--- src/rtl/scc_wave_reader.sv ---
// scc_wave_reader: time-multiplexed wave-table sequencer for the SCC channels.
// One channel is serviced per enable tick in round-robin order: its frequency
// down-counter and phase pointer are stepped, the wave SRAM is read at
// {ch, phase}, and the signed sample is presented with its channel index.
// Optional build macro: SCC_FREQ_PHASE_RESET_EN -- a valid frequency write also
// restarts the channel (phase cleared, counter loaded with the new frequency).
module scc_wave_reader #(
  parameter int CH_NUM = 5,
  parameter int FREQ_W = 12
) (
  input  logic              nreset,
  input  logic              clk,
  input  logic              enable,
  input  logic              reg_freq_wr,
  input  logic [2:0]        reg_ch,
  input  logic [FREQ_W-1:0] reg_freq,
  input  logic [4:0]        reg_key_on,
  output logic [7:0]        sram_a,
  output logic              sram_rd,
  input  logic [7:0]        sram_q,
  output logic [7:0]        sample,
  output logic [2:0]        sample_ch,
  output logic              sample_valid
);

  localparam logic [1:0] ST_IDLE  = 2'd0;
  localparam logic [1:0] ST_COUNT = 2'd1;
  localparam logic [1:0] ST_READ  = 2'd2;
  localparam logic [1:0] ST_WAIT  = 2'd3;

  localparam logic [2:0] LAST_CH = 3'(CH_NUM - 1);

  logic [1:0]        r_state;
  logic [2:0]        r_slot;
  logic [2:0]        r_ch;
  logic              r_pending;

  logic [FREQ_W-1:0] r_freq  [CH_NUM];
  logic [FREQ_W-1:0] r_cnt   [CH_NUM];
  logic [4:0]        r_phase [CH_NUM];

  logic [7:0]        r_sram_a;
  logic              r_sram_rd;
  logic [7:0]        r_sample;
  logic [2:0]        r_sample_ch;
  logic              r_sample_valid;

  logic [FREQ_W-1:0] w_cnt_cur;
  logic [FREQ_W-1:0] w_freq_cur;
  logic [4:0]        w_phase_cur;
  logic              w_cnt_zero;
  logic [4:0]        w_phase_next;
  logic              w_key_on;
  logic              w_wr_ok;

  // Select the serviced channel's state and decide whether its phase steps.
  always_comb begin
    w_cnt_cur   = r_cnt[r_ch];
    w_freq_cur  = r_freq[r_ch];
    w_phase_cur = r_phase[r_ch];
    w_key_on    = reg_key_on[r_ch];
    w_wr_ok     = reg_freq_wr & (reg_ch <= LAST_CH);
    w_cnt_zero  = (w_cnt_cur == {FREQ_W{1'b0}});
    if (w_cnt_zero) begin
      w_phase_next = w_phase_cur + 5'd1;
    end else begin
      w_phase_next = w_phase_cur;
    end
  end

  // Per-channel frequency, counter and phase; a register write is applied
  // after the COUNT update so that, when both hit the same channel on the
  // same edge, COUNT has already consumed the old frequency.
  always_ff @(posedge clk or negedge nreset) begin
    if (!nreset) begin
      for (int i = 0; i < CH_NUM; i++) begin
        r_freq[i]  <= {FREQ_W{1'b0}};
        r_cnt[i]   <= {FREQ_W{1'b0}};
        r_phase[i] <= 5'd0;
      end
    end else begin
      if (r_state == ST_COUNT) begin
        if (w_cnt_zero) begin
          r_cnt[r_ch] <= w_freq_cur;
        end else begin
          r_cnt[r_ch] <= w_cnt_cur - {{(FREQ_W-1){1'b0}}, 1'b1};
        end
        r_phase[r_ch] <= w_phase_next;
      end
      if (w_wr_ok) begin
        r_freq[reg_ch] <= reg_freq;
`ifdef SCC_FREQ_PHASE_RESET_EN
        r_phase[reg_ch] <= 5'd0;
        r_cnt[reg_ch]   <= reg_freq;
`endif
      end
    end
  end

  // Service sequencer: IDLE -> COUNT -> READ -> WAIT, with a one-deep
  // pending flag that remembers an enable arriving mid-service.
  always_ff @(posedge clk or negedge nreset) begin
    if (!nreset) begin
      r_state        <= ST_IDLE;
      r_slot         <= 3'd0;
      r_ch           <= 3'd0;
      r_pending      <= 1'b0;
      r_sram_a       <= 8'd0;
      r_sram_rd      <= 1'b0;
      r_sample       <= 8'd0;
      r_sample_ch    <= 3'd0;
      r_sample_valid <= 1'b0;
    end else begin
      r_sample_valid <= 1'b0;
      if ((r_state != ST_IDLE) && enable) begin
        r_pending <= 1'b1;
      end
      case (r_state)
        ST_IDLE: begin
          if (enable | r_pending) begin
            r_state   <= ST_COUNT;
            r_ch      <= r_slot;
            r_pending <= 1'b0;
          end
        end
        ST_COUNT: begin
          r_sram_a  <= {r_ch, w_phase_next};
          r_sram_rd <= w_key_on;
          r_state   <= ST_READ;
        end
        ST_READ: begin
          r_sram_rd <= 1'b0;
          r_state   <= ST_WAIT;
        end
        ST_WAIT: begin
          r_sample       <= w_key_on ? sram_q : 8'd0;
          r_sample_ch    <= r_ch;
          r_sample_valid <= 1'b1;
          r_slot         <= (r_slot == LAST_CH) ? 3'd0 : r_slot + 3'd1;
          r_state        <= ST_IDLE;
        end
        default: begin
          r_state <= ST_IDLE;
        end
      endcase
    end
  end

  assign sram_a       = r_sram_a;
  assign sram_rd      = r_sram_rd;
  assign sample       = r_sample;
  assign sample_ch    = r_sample_ch;
  assign sample_valid = r_sample_valid;

endmodule
--- config.mk ---
export PLATFORM = sky130hd
export DESIGN_NAME = scc_wave_reader
export DESIGN_NICKNAME = d
export VERILOG_FILES = /design/src/rtl/scc_wave_reader.sv
export SDC_FILE = /design/constraint.sdc
export NUM_CORES = 1
export LEC_CHECK = 0
export BUFFER_PORTS_ARGS = -buffer_cell sky130_fd_sc_hd__buf_2
export CELL_PAD_IN_SITES_DETAIL_PLACEMENT = 0
export CELL_PAD_IN_SITES_GLOBAL_PLACEMENT = 2
export CORE_UTILIZATION = 37
export CTS_CLUSTER_DIAMETER = 80
export DETAILED_ROUTE_END_ITERATION = 12
export PLACE_DENSITY = 0.75
export SLEW_MARGIN = 25
export SYNTH_ARGS = -nofsm -noshare
export SYNTH_HDL_FRONTEND = slang
export SYNTH_SLANG_ARGS = --single-unit
--- constraint.sdc ---
create_clock -name clk -period 2.8 [get_ports clk]
set_clock_uncertainty 0.05 [all_clocks]
set_input_delay 0.14 -clock clk [delete_from_list [all_inputs] [get_ports clk]]
set_output_delay 0.14 -clock clk [all_outputs]
set_load 0.01 [all_outputs]
Yosys cells after proc, flatten, opt, wreduce, memory -nomap -nowiden

Cells that the tools add are included.

Input bits: 32
Output and inout bits: 21
Flip-flop bits (word level): 175

Equal/unequal tests: 5
Add/subtract/negate cells: 3
Bitwise logic cells: 4
Magnitude comparators: 6
Mux-type cells: 32
Reductions and logical operators: 8

Operators with widths:

| operator              | number |
|---|---|
| $bwmux 60             | 3 |
| $bmux 12 s3           | 2 |
| $demux 12 s3          | 2 |
| $mux 12               | 6 |
| $mux 60               | 1 |
| $bwmux 25             | 1 |
| $mux 5                | 4 |
| $bmux 5 s3            | 1 |
| $demux 5 s3           | 1 |
| $logic_not 12->1      | 1 |
| $sub 12x1->12 const B | 1 |
| $ge 4x4->1 const B    | 2 |
| $lt 4x1->1 const B    | 2 |
| $mux 8                | 1 |
| $not 3->4             | 2 |
| $pmux 2 s4            | 1 |
| $add 5x1->5 const B   | 1 |
| $mux 1                | 5 |
| $eq 2x2->1 const B    | 2 |
| $lt 3x4->1 const B    | 1 |
| $reduce_bool 2->1     | 2 |
| $add 3x1->3 const B   | 1 |
| $bmux 1 s3            | 1 |
| $eq 3x3->1 const B    | 1 |
| 11 further kinds      | 13 |

Longest topological paths before layout

Gate-level depths: netlist of the first run.

Word-level depth: 7
Gate-level depth with buffers: 13
Depth with buffers taken out: 10

Worst setup path after synthesis of the first run

No wires, ideal clock.

Path kind: register to register
Start: reg r_ch[2]
End: reg r_cnt[58] (netlist bit)
Arrival time: 2.873 ns
Cell stages (with the launch flop): 14
Path buffers: 3
Setup slack: -0.255 ns
Path through: dfrtp_1 -> buf_4 -> nor2b_1 -> buf_2 -> a22o_1 -> a32oi_1 -> ha_1 -> o21ai_0 -> a211oi_2 -> nand2_2 -> or3_1 -> buf_6 -> o211ai_2 -> o21ai_0

Word-level cells in the longest chain between the ends: 7
Elaborated cells on any way between the ends: 17

RTL lines:

| item                                                               | line       | text |
|---|---|---|
| start: declaration                                                 | 35         | `logic [2:0] r_ch;` |
| start signal: assignment                                           | 122        | `r_ch <= r_slot;` |
| $not 3->4 (implied by the code) (*)                                | n/a        |  |
| $bmux 12 s3, or another cell as far along                          | 58         | `w_cnt_cur = r_cnt[r_ch];` |
| $mux 12 (implied by the code) or $logic_and 1x1->1 (tied branches) | 58, 84, 86 |  |
| $mux 12, on equally long branches                                  | 58, 84, 86 |  |
| $sub 12x1->12 or $demux 12 s3 (tied branches)                      | 86, 84     |  |
| $bwmux 60, on equally long branches                                | 86, 84     |  |
| $mux 60 (*)                                                        | 83         | `if (w_cnt_zero) begin` |
| end signal: indexed assignment                                     | 78         | `r_cnt[i] <= {FREQ_W{1'b0}};` |
| end signal: indexed assignment                                     | 84         | `r_cnt[r_ch] <= w_freq_cur;` |
| end signal: indexed assignment                                     | 86         | `r_cnt[r_ch] <= w_cnt_cur - {{(FREQ_W-1){1'b0}}, 1'b1};` |
| end: declaration                                                   | 39         | `logic [FREQ_W-1:0] r_cnt [CH_NUM];` |

Every way passes the cells marked *; elsewhere a longest branch is shown, timed or not. The select of a mux whose other input is x is not followed.
A chain may end at the register's enable or synchronous reset.

Worst setup path after layout of the first run

Start: reg r_ch[2]
End: reg r_phase[21] (netlist bit)

Word-level cells in the longest chain between the ends: 7
Elaborated cells on any way between the ends: 16

RTL lines:

| item                                                                 | line       | text |
|---|---|---|
| $not 3->4 (implied by the code) (*)                                  | 58, 60, 88 |  |
| $bmux 5 s3 or $bmux 12 s3 (tied branches)                            | 60, 58     |  |
| $mux 5 (implied by the code) or $mux 12 (tied branches) (2 in a row) | 60, 58     |  |
| $add 5x1->5 or $logic_not 12->1 (tied branches)                      | 65, 63     |  |
| $mux 5                                                               | 64         | `if (w_cnt_zero) begin` |
| $bwmux 25 (*)                                                        | 88         | `r_phase[r_ch] <= w_phase_next;` |
| end signal: indexed assignment                                       | 88         |  |
| end: declaration                                                     | 40         | `logic [4:0] r_phase [CH_NUM];` |

Marked as above.

==> results of run 1 <==
==> metal layers <==
layer | up-vias | part of all wire (%) | global-route usage [%]
met1 | 3127 | 46 | 26.5
met3 | 25 | 2.7 | 3.45
met2 | 98 | 50 | 34.5
met4 | 0 | 1.5 | 7.00
li1 | 2979 | - | -
met5 | - | 0 | 0
==> worst max-delay path: cells and delay by family (launching register included) <==
kind                     cells  cell delay, ns
AND/OR/NAND/NOR              3            0.67
AO/OA/AOI/OAI                5            0.83
multiplexers                 1            0.23
adder cells (fa/ha/maj)      1            0.22
flip-flops                   1            0.47
buffers and inverters        1            0.18
==> Yosys cell counts, types with 2 or more instances <==
| library cell | instances | area (µm²) |
|---|---|---|
| nand3_1 | 21 | 105 |
| a22oi_1 | 16 | 120 |
| nand4_1 | 2 | 12.5 |
| mux4_2 | 8 | 180 |
| ha_1 | 9 | 113 |
| mux2_2 | 72 | 811 |
| a21oi_1 | 18 | 90.1 |
| or3_1 | 6 | 37.5 |
| a22o_1 | 4 | 35.0 |
| o31ai_1 | 5 | 37.5 |
| nand2b_1 | 2 | 12.5 |
| mux2i_1 | 33 | 330 |
| nor4bb_1 | 2 | 20.0 |
| clkbuf_1 | 31 | 116 |
| inv_1 | 22 | 82.6 |
| nand2_1 | 120 | 450 |
| o22a_1 | 3 | 26.3 |
| buf_4 | 5 | 37.5 |
| a21o_1 | 2 | 15.0 |
| a32oi_1 | 2 | 17.5 |
| o21ai_0 | 74 | 370 |
| nor3_1 | 2 | 10.0 |
| nor2_1 | 26 | 97.6 |
| nor3b_1 | 2 | 15.0 |
| dfrtp_1 | 175 | 4380 |
| buf_2 | 8 | 40.0 |
| o221a_2 | 3 | 33.8 |
| a31oi_1 | 6 | 37.5 |
| o21ai_1 | 17 | 85.1 |
| o41ai_2 | 2 | 32.5 |
| xor2_1 | 3 | 26.3 |
| mux2i_4 | 4 | 90.1 |
| nor2b_1 | 5 | 31.3 |
| nor4_1 | 7 | 43.8 |
| xnor2_1 | 5 | 43.8 |
| buf_1 | 3 | 11.3 |
| buf_6 | 2 | 22.5 |
| a31oi_2 | 2 | 25.0 |
| o22ai_1 | 17 | 106 |
| or2_2 | 2 | 12.5 |
==> power by group <==
part           switching (mW)  internal, mW  leakage, nW
clock                    1.19          1.31        0.307
sequential              0.467          3.32         2.22
combinational            3.86          2.92         2.06
==> registers in the layout, indices dropped and copies added, names as in the netlist <==
name          count
r_freq           60
sample_valid      1
r_ch              3
r_cnt            60
r_slot            3
sram_a            8
sample            8
r_pending         1
r_state           2
sram_rd           1
sample_ch         3
r_phase          25
==> worst paths after layout <==
kind	depth (start not counted)	start	slack (ns)	endpoint
worst min register to register	2	r_cnt[13]	0.43	r_cnt[13]
min in group asynchronous	2	nreset	0.24	r_cnt[51]
max in group asynchronous	3	nreset	1.73	r_cnt[17]
worst max-delay path	11	r_ch[2]	0.03	r_phase[21]
worst min-delay path	5	reg_key_on[4]	0.18	sram_rd
worst max register to register	11	r_ch[2]	0.03	r_phase[21]
==> stage by stage <==
stage / utilization [%] / setup TNS (ns)
finish: 47.7 / 0
global route: 47.7 / -4.59
CTS: 47.1 / 0
detailed placement: 42.9 / -9.16
global placement: 42.9 / -8.77
floorplan: - / -4.47
==> layout make-up <==
cell class	instances	area (µm²)	share of cell area [%]
clock buffer	17	425	4.06
clock inverter	15	203	1.94
inverter	22	82.6	0.788
multi-input combinational	519	3880	37.0
sequential	175	4380	41.8
tap	280	350	3.34
timing repair buffer	149	1150	11.0
==> cell families after synthesis <==
| group | share of synthesized area (%) |
|---|---|
| flops | 52.6 |
| simple gates | 11.0 |
| mux | 16.9 |
| xor+xnor | 0.841 |
| buf+inv | 3.72 |
| compound gates | 13.6 |
| fa+ha+maj | 1.35 |
==> repair_timing <==
item / in CTS / in global routing
buffers inserted: 1 / 0
pin swaps: 1 / 6
endpoints found under the setup margin: 84 / 89
hold buffers: 22 / 0
gates resized for setup: 15 / 40
hold endpoints to repair: 144 / 0
cloned: 0 / 0
==> out/results.tsv, run 1 <==
stage	metric	value	unit
floorplan	ios	53	
clock_tree	cts_buffer_depth	2	
sta	fmax	360	MHz
layout	finish.instance_area	0.0105	mm²
sta	rsz0062_at_grt	yes	
synthesis	avgSynthCellArea	10.9	µm²
layout	nFillCells	1973	
sta	worstMarginPinSlew	0.891	ns
sta	slew_headroom	40.6	%
placed_design	place_inst	1122	
detailed_routing	post-route-drc-count	0	
synthesis	synth_warnings	0	
detailed_routing	antenna_left	0	
sta	drv_slew	0	
placed_design	port_buffers	52	
global_routing	grt_usage	20.4	%
run_status	status	completed	
layout	layout-drive-gt1-share	32.6	%
clock_tree	cts_tree	done	
layout	final_cell_mix	dfrtp_1, nand2_1, mux2_2	
placed_design	post_dp_cell_area	0.00942	mm²
layout	area_delta_synth_final	25.7	%
layout	layout.nets	925	
pwr	power_density	1250	mW/mm²
global_routing	overflow	0	
detailed_routing	wl_per_cell	18.6	µm
clock_tree	cts_made_buffers	17	
detailed_routing	wl	21900	µm
worst_setup_path	cp_max_fo	7	
layout	antenna_cells	0	
worst_setup_path	crit_arrival	3.02	ns
placed_design	gp_congestion	0.848	
floorplan	rows	54	
floorplan	die_h	152	µm
synthesis	syn_nets	806	
sta	finalSetupViolCount	0	
pwr	p_leak	4.59	nW
pwr	power	13.1	mW
sta	fin_hold_ws	0.183	ns
sta	layout_worst_path_cycle_share	99.1	%
clock_tree	clk_latency	0.44	ns
clock_tree	cts_sinks	175	
synthesis	synthArstFlopShare	100	%
global_routing	grt_pass1_vias	6704	
synthesis	postSynthCellCount	765	
floorplan	coreArea	0.0220	mm²
sta	setup_slack	0.0252	ns
detailed_routing	dr_total_vias	6229	
synthesis	synthFlopType	dfrtp_1	
clock_tree	path_clk_slew	0.07	ns
synthesis	ys_types	57	
global_routing	antenna_found_initial	0	
job	maxCapViolCount	0	
worst_setup_path	crit_type	register to register	
worst_hold_path	min_path_type	primary input to register	
synthesis	seq_area_frac_synth	52.6	%
global_routing	grt_pass1_wl	36600	µm
synthesis	synth_seq_cells	175	
synthesis	synth-edff-count	0	
detailed_routing	first_pass_iters	4	
layout	mostFrequentLayoutCell	dfrtp_1	
floorplan	initial_core_util	37.9	%
layout	fin_cells	1177	
worst_setup_path	startpoint_type	register	
worst_setup_path	cp.required	3.05	ns
synthesis	syn-cell-area	0.00833	mm²
worst_setup_path	crit_path_cell_trace	nor2b_4 > a22o_1 > a32oi_2 > ha_2 > o21ai_2 > a211oi_2 > nand2_2 > or3_1 > buf_6 > mux2i_4 > o21ai_0	
placed_design	place_hpwl	14900	µm
clock_tree	cts_root_buffer	clkbuf_16	
sta	hold_viol_final	0	
floorplan	dieArea	0.0231	mm²
global_routing	grt_max_degree	76	
worst_setup_path	end_kind	register	
worst_setup_path	max_stage_delay	0.47	ns
detailed_routing	vias_per_cell	5.29	
placed_design	pre_cts_slack	-0.228	ns
floorplan	fp.dieW	152	µm
clock_tree	h-tree-depth	4	
worst_setup_path	cpMaxStageDelayCell	dfrtp_2	
pwr	peakVddDrop	660	µV
sta	min_period	2.77	ns
detailed_routing	drt_iter0_drc	289	
No activity file was read; power rests on OpenSTA's default activity.
==> inputs of run 2 (changes only) <==
- SETUP_SLACK_MARGIN: default -> 0.5
==> run 2 against run 1 <==
Effect of this change:
- the run now ends with design-rule violations left
- worst hold slack worse by 0.010 ns
- largest power group unchanged
- flip-flop and latch count stayed put
- design area is 3.3% higher
- die area stayed put
- critical path type unchanged
==> out/results.tsv, run 2 (synthesis results as in run 1) <==
stage	metric	value	unit
worst_setup_path	rr_endpoint	r_cnt[28]	
global_routing	grt_pass1_wl	35800	µm
worst_setup_path	r2r_start	r_ch[2]	
pwr	p_sw	5.82	mW
global_routing	use_met2	33.1	%
detailed_routing	drt_iter0_drc	300	
worst_setup_path	cp.required	3.05	ns
detailed_routing	antenna_left	0	
clock_tree	cts_root_buffer	clkbuf_16	
layout	final_cell_mix	dfrtp_1, nand2_1, buf_4	
worst_setup_path	crit_type	register to register	
worst_hold_path	worstHoldEndpoint	sram_rd	
clock_tree	cts_buffer_depth	2	
sta	min_period	2.79	ns
pwr	peakVddDrop	581	µV
pwr	clkPwrFrac	17.4	%
detailed_routing	post-route-drc-count	2	
placed_design	place_hpwl	15000	µm
pwr	pwr-share-comb	55.6	%
placed_design	post_dp_cell_area	0.00942	mm²
worst_setup_path	startpoint_type	register	
pwr	p_int	8.21	mW
clock_tree	clk_latency	0.43	ns
floorplan	dieArea	0.0231	mm²
detailed_routing	wl_per_cell	18.3	µm
detailed_routing	first_pass_iters	11	
placed_design	port_buffers	52	
global_routing	grt_pass1_vias	6444	
pwr	netSwitchingFraction	41.5	%
floorplan	ios	53	
sta	setup_slack	0.0110	ns
global_routing	overflow	0	
sta	slew_headroom	42.6	%
sta	finalSetupViolCount	0	
worst_setup_path	cp_max_fo	5	
global_routing	antenna_found_initial	0	
worst_hold_path	hold_start	reg_key_on[4]	
detailed_routing	vias_per_cell	5.27	
layout	antenna_cells	0	
layout	fin_cells	1195	
global_routing	top_usage_layer	met2	
global_routing	grt_max_degree	66	
clock_tree	h-tree-depth	4	
layout	reg.largest.list	r_cnt (60), r_freq (60), r_phase (25)	
sta	drv_slew	0	
layout	finish.instance_area	0.0108	mm²
run_status	violations	design-rule violations	
pwr	p_seq_share	27.0	%
placed_design	place_inst	1123	
layout	final_core_util	49.3	%
floorplan	rows	54	
layout	layout-drive-gt1-share	37.0	%
placed_design	gp_congestion	0.878	
clock_tree	cts_made_buffers	17	
clock_tree	cts_tree	done	
sta	hold_viol_final	0	
worst_setup_path	crit_arrival	3.04	ns
pwr	p_leak	4.71	nW
sta	rsz0062_at_grt	yes	
layout	area_delta_synth_final	29.8	%
floorplan	die_h	152	µm
pwr	power_density	1300	mW/mm²
run_status	status	finished, violations left	
worst_hold_path	min_path_type	primary input to register	
worst_hold_path	hold_depth	5	
sta	worstMarginPinSlew	0.861	ns
clock_tree	path_clk_slew	0.07	ns
global_routing	use_met3	3.39	%
job	maxCapViolCount	0	
detailed_routing	dr_total_vias	6292	
floorplan	coreArea	0.0220	mm²
worst_setup_path	rrSetupSlack	0.01	ns
layout	layout.nets	944	
placed_design	pre_cts_slack	-0.107	ns
sta	layout_worst_path_cycle_share	99.6	%
floorplan	initial_core_util	37.9	%
floorplan	fp.dieW	152	µm
worst_setup_path	end_kind	register	
global_routing	gr-usage-met1	27.0	%
worst_setup_path	r2r_cells	12	
sta	fmax	359	MHz
clock_tree	cts_sinks	175	
layout	mostFrequentLayoutCell	dfrtp_1	
global_routing	grt_usage	20.0	%
sta	fin_hold_ws	0.173	ns
detailed_routing	wl	21900	µm
layout	nFillCells	1925	
==> run 2: cell types whose count changed in the layout (fill, tap and decap cells not counted), moves of 9 or more <==
cell	delta
buf_4	+15
o21ai_0	-37
o21ai_1	+28
o21ai_2	+9
==> run 2: worst max-delay path: stages, from the launching register on <==
cell and delay (ns):
dfrtp_2 0.44, buf_6 0.13, nor2b_1 0.13, a22oi_1 0.17, o221a_2 0.26, ha_4 0.14, o21ai_2 0.06, a211oi_2 0.26
nand2_2 0.12, or3_4 0.38, buf_12 0.17, mux2i_4 0.25, o21ai_1 0.09
==> run 2: area by class of cell <==
| type | instances | area, µm² | share of cell area [%] |
|---|---|---|---|
| clock buffers | 19 | 443 | 4.10 |
| inverters | 22 | 82.6 | 0.764 |
| repair buffers | 168 | 1310 | 12.1 |
| multi-input cells | 519 | 4090 | 37.8 |
| clock inverters | 12 | 159 | 1.47 |
| well taps | 280 | 350 | 3.24 |
| flip-flops and latches | 175 | 4380 | 40.5 |
==> run 2: stage by stage <==
stage	power (mW)	setup TNS, ns
2_1_floorplan	7.78	-4.49
3_3_place_gp	10.1	-0.450
3_5_place_dp	10.3	-4.33
4_1_cts	13.2	0
5_1_grt	14.9	-3.00
6_report	14.0	0
==> run 2: power groups by stage <==
stage | clock, mW | combinational, mW | sequential (mW)
after floorplan | 0 | 4.07 | 3.71
after CTS | 2.50 | 6.96 | 3.77
final | 2.44 | 7.81 | 3.78
after detailed placement | 0 | 6.45 | 3.81
after global placement | 0 | 6.34 | 3.79
after global routing | 2.61 | 8.43 | 3.87
==> run 2: layer usage <==
layer | vias to the layer above | share of wire [%]
li1 | 3008 | -
met1 | 3166 | 47
met2 | 101 | 49
met3 | 17 | 2.9
met4 | 0 | 1.1
met5 | - | 0
==> run 2: timing repair <==
item / 4_1_cts / 5_1_grt
resized for setup: 28 / 87
hold buffers: 22 / 0
hold endpoints to repair: 118 / 0
pin swaps: 7 / 33
buffers inserted: 4 / 15
endpoints found under the setup margin: 90 / 90
==> run 2: how the worst max path moves through the flow <==
stage | startpoint | end | slack [ns] | cells after the start
2_1_floorplan | r_ch[2] | sram_a[1] | -0.13 | 13
3_5_place_dp | r_ch[2] | r_cnt[10] | -0.11 | 9
3_3_place_gp | r_ch[2] | r_cnt[57] | -0.04 | 12
5_1_grt | r_ch[0] | r_cnt[37] | -0.09 | 13
6_report | r_ch[2] | r_cnt[28] | 0.01 | 12
4_1_cts | r_ch[2] | r_phase[1] | 0.06 | 9
==> inputs of run 3 (changes only) <==
- MAX_ROUTING_LAYER: default -> met4
==> run 3 against run 2 <==
Effect of this change:
- the run still ends with design-rule violations left
- non-clock buffer count up 1
- count of clock-buffer cells in the layout unchanged
- largest cell class unchanged
- highest routed layer unchanged
- critical path depth stayed put
- sequential share of layout area about the same
- sequential power hardly changed
- largest power group unchanged
- flip-flop and latch count unchanged
- final cell count is essentially flat
==> out/results.tsv, run 3 (synthesis results as in run 1) <==
stage	metric	value	unit
run_status	status	finished, violations left	
run_status	violations	design-rule violations	
detailed_routing	dr_total_vias	6278	
layout	layout-drive-gt1-share	37.1	%
layout	final_cell_mix	dfrtp_1, nand2_1, buf_4	
clock_tree	cts_root_buffer	clkbuf_16	
placed_design	gp_congestion	0.893	
sta	hold_viol_final	0	
placed_design	port_buffers	52	
global_routing	grt_max_degree	66	
clock_tree	cts_made_buffers	17	
detailed_routing	drt_iter0_drc	287	
detailed_routing	first_pass_iters	11	
worst_setup_path	end_kind	register	
detailed_routing	post-route-drc-count	2	
floorplan	fp.dieW	152	µm
global_routing	grt_usage	20.7	%
sta	fmax	359	MHz
global_routing	grt_pass1_vias	6446	
global_routing	antenna_found_initial	0	
pwr	power	14.0	mW
detailed_routing	antenna_left	0	
layout	area_delta_synth_final	29.9	%
clock_tree	cts_tree	done	
worst_setup_path	startpoint_type	register	
worst_setup_path	cp.required	3.05	ns
worst_hold_path	min_path_type	primary input to register	
floorplan	dieArea	0.0231	mm²
worst_setup_path	crit_path_cell_trace	buf_6 > nor2b_1 > a22oi_1 > o221a_2 > ha_4 > o21ai_2 > a211oi_2 > nand2_2 > or3_4 > buf_6 > mux2i_4 > mux2i_1	
sta	drv_slew	0	
global_routing	overflow	0	
placed_design	place_inst	1123	
detailed_routing	wl	22000	µm
clock_tree	cts_sinks	175	
layout	reg.largest.list	r_cnt (60), r_freq (60), r_phase (25)	
placed_design	place_hpwl	15000	µm
worst_setup_path	cp_max_fo	6	
sta	finalSetupViolCount	0	
layout	layout.nets	945	
clock_tree	h-tree-depth	4	
layout	final_core_util	49.3	%
pwr	power_density	1300	mW/mm²
sta	rsz0062_at_grt	yes	
worst_setup_path	cpMaxStageDelayCell	dfrtp_2	
pwr	p_leak	4.72	nW
floorplan	initial_core_util	37.9	%
pwr	peakVddDrop	580	µV
job	maxCapViolCount	0	
floorplan	ios	53	
global_routing	grt_pass1_wl	35800	µm
sta	worstMarginPinSlew	0.861	ns
worst_setup_path	crit_arrival	3.04	ns
worst_setup_path	worst_path_most_repeated_cell	buf_6	
sta	slew_headroom	42.6	%
sta	fin_hold_ws	0.174	ns
detailed_routing	vias_per_cell	5.25	
worst_setup_path	max_stage_delay	0.44	ns
sta	min_period	2.79	ns
floorplan	die_h	152	µm
layout	antenna_cells	0	
floorplan	rows	54	
clock_tree	path_clk_slew	0.07	ns
clock_tree	clk_latency	0.43	ns
worst_setup_path	crit_type	register to register	
detailed_routing	wl_per_cell	18.4	µm
layout	fin_cells	1196	
sta	layout_worst_path_cycle_share	99.6	%
layout	mostFrequentLayoutCell	dfrtp_1	
floorplan	coreArea	0.0220	mm²
clock_tree	cts_buffer_depth	2	
-- run 3: cell count changes in the layout (fill, tap and decap cells not counted) --
cell / previous run / this run
buf_4: 79 / 80
-- run 3: final timing paths --
check | from | endpoint | slack [ns] | cells past startpoint
max in group asynchronous | nreset | sram_a[5] | 1.60 | 3
setup reg to reg | r_ch[2] | sram_a[1] | 0.01 | 12
hold / removal | reg_key_on[4] | sram_rd | 0.17 | 5
setup / recovery | r_ch[2] | sram_a[1] | 0.01 | 12
hold reg to reg | r_cnt[57] | r_cnt[57] | 0.43 | 2
min in group asynchronous | nreset | r_cnt[41] | 0.19 | 2
-- run 3: report_power, final --
group          switching [mW]  internal [mW]
registers               0.460           3.32
logic                    4.35           3.46
clock network            1.01           1.43
-- run 3: layout make-up --
| class | count | area [µm²] |
|---|---|---|
| fillers | 1923 | 11100 |
| multi-input cells | 519 | 4090 |
| clock buffers | 19 | 443 |
| inverters | 22 | 82.6 |
| flip-flops and latches | 175 | 4380 |
| well taps | 280 | 350 |
| clock inverters | 12 | 159 |
| repair buffers | 169 | 1310 |
-- run 3: routing by layer --
layer | up-vias | track usage (%) | share of wire, %
met5 | - | - | 0
met4 | 0 | 5.98 | 0.96
met3 | 16 | 3.39 | 2.5
met2 | 98 | 33.1 | 49
met1 | 3152 | 27.1 | 48
li1 | 3012 | - | -
-- run 3: stage by stage --
stage | cell area (µm²) | setup slack (ns) | setup TNS [ns]
finish | 10800 | 0.0119 | 0
global route | 10800 | -0.0919 | -3.03
CTS | 10500 | 0.0582 | 0
detailed placement | 9420 | -0.107 | -4.33
global placement | 9420 | -0.0435 | -0.450
floorplan | 8390 | -0.132 | -4.49
-- run 3: critical path: cells and delay by family, from the launching register on --
kind            cells  cell delay (ns)
compound gates      4             0.75
buf+inv             2             0.28
fa+ha+maj           1             0.14
mux                 2             0.35
simple gates        3             0.63
flops               1             0.44
-- run 3: what timing repair did --
action | CTS | global route
endpoints found under the hold margin | 118 | 0
pin swaps | 7 | 33
hold buffers | 22 | 0
setup buffers | 4 | 16
gates resized for setup | 28 | 87
setup endpoints to repair | 90 | 90
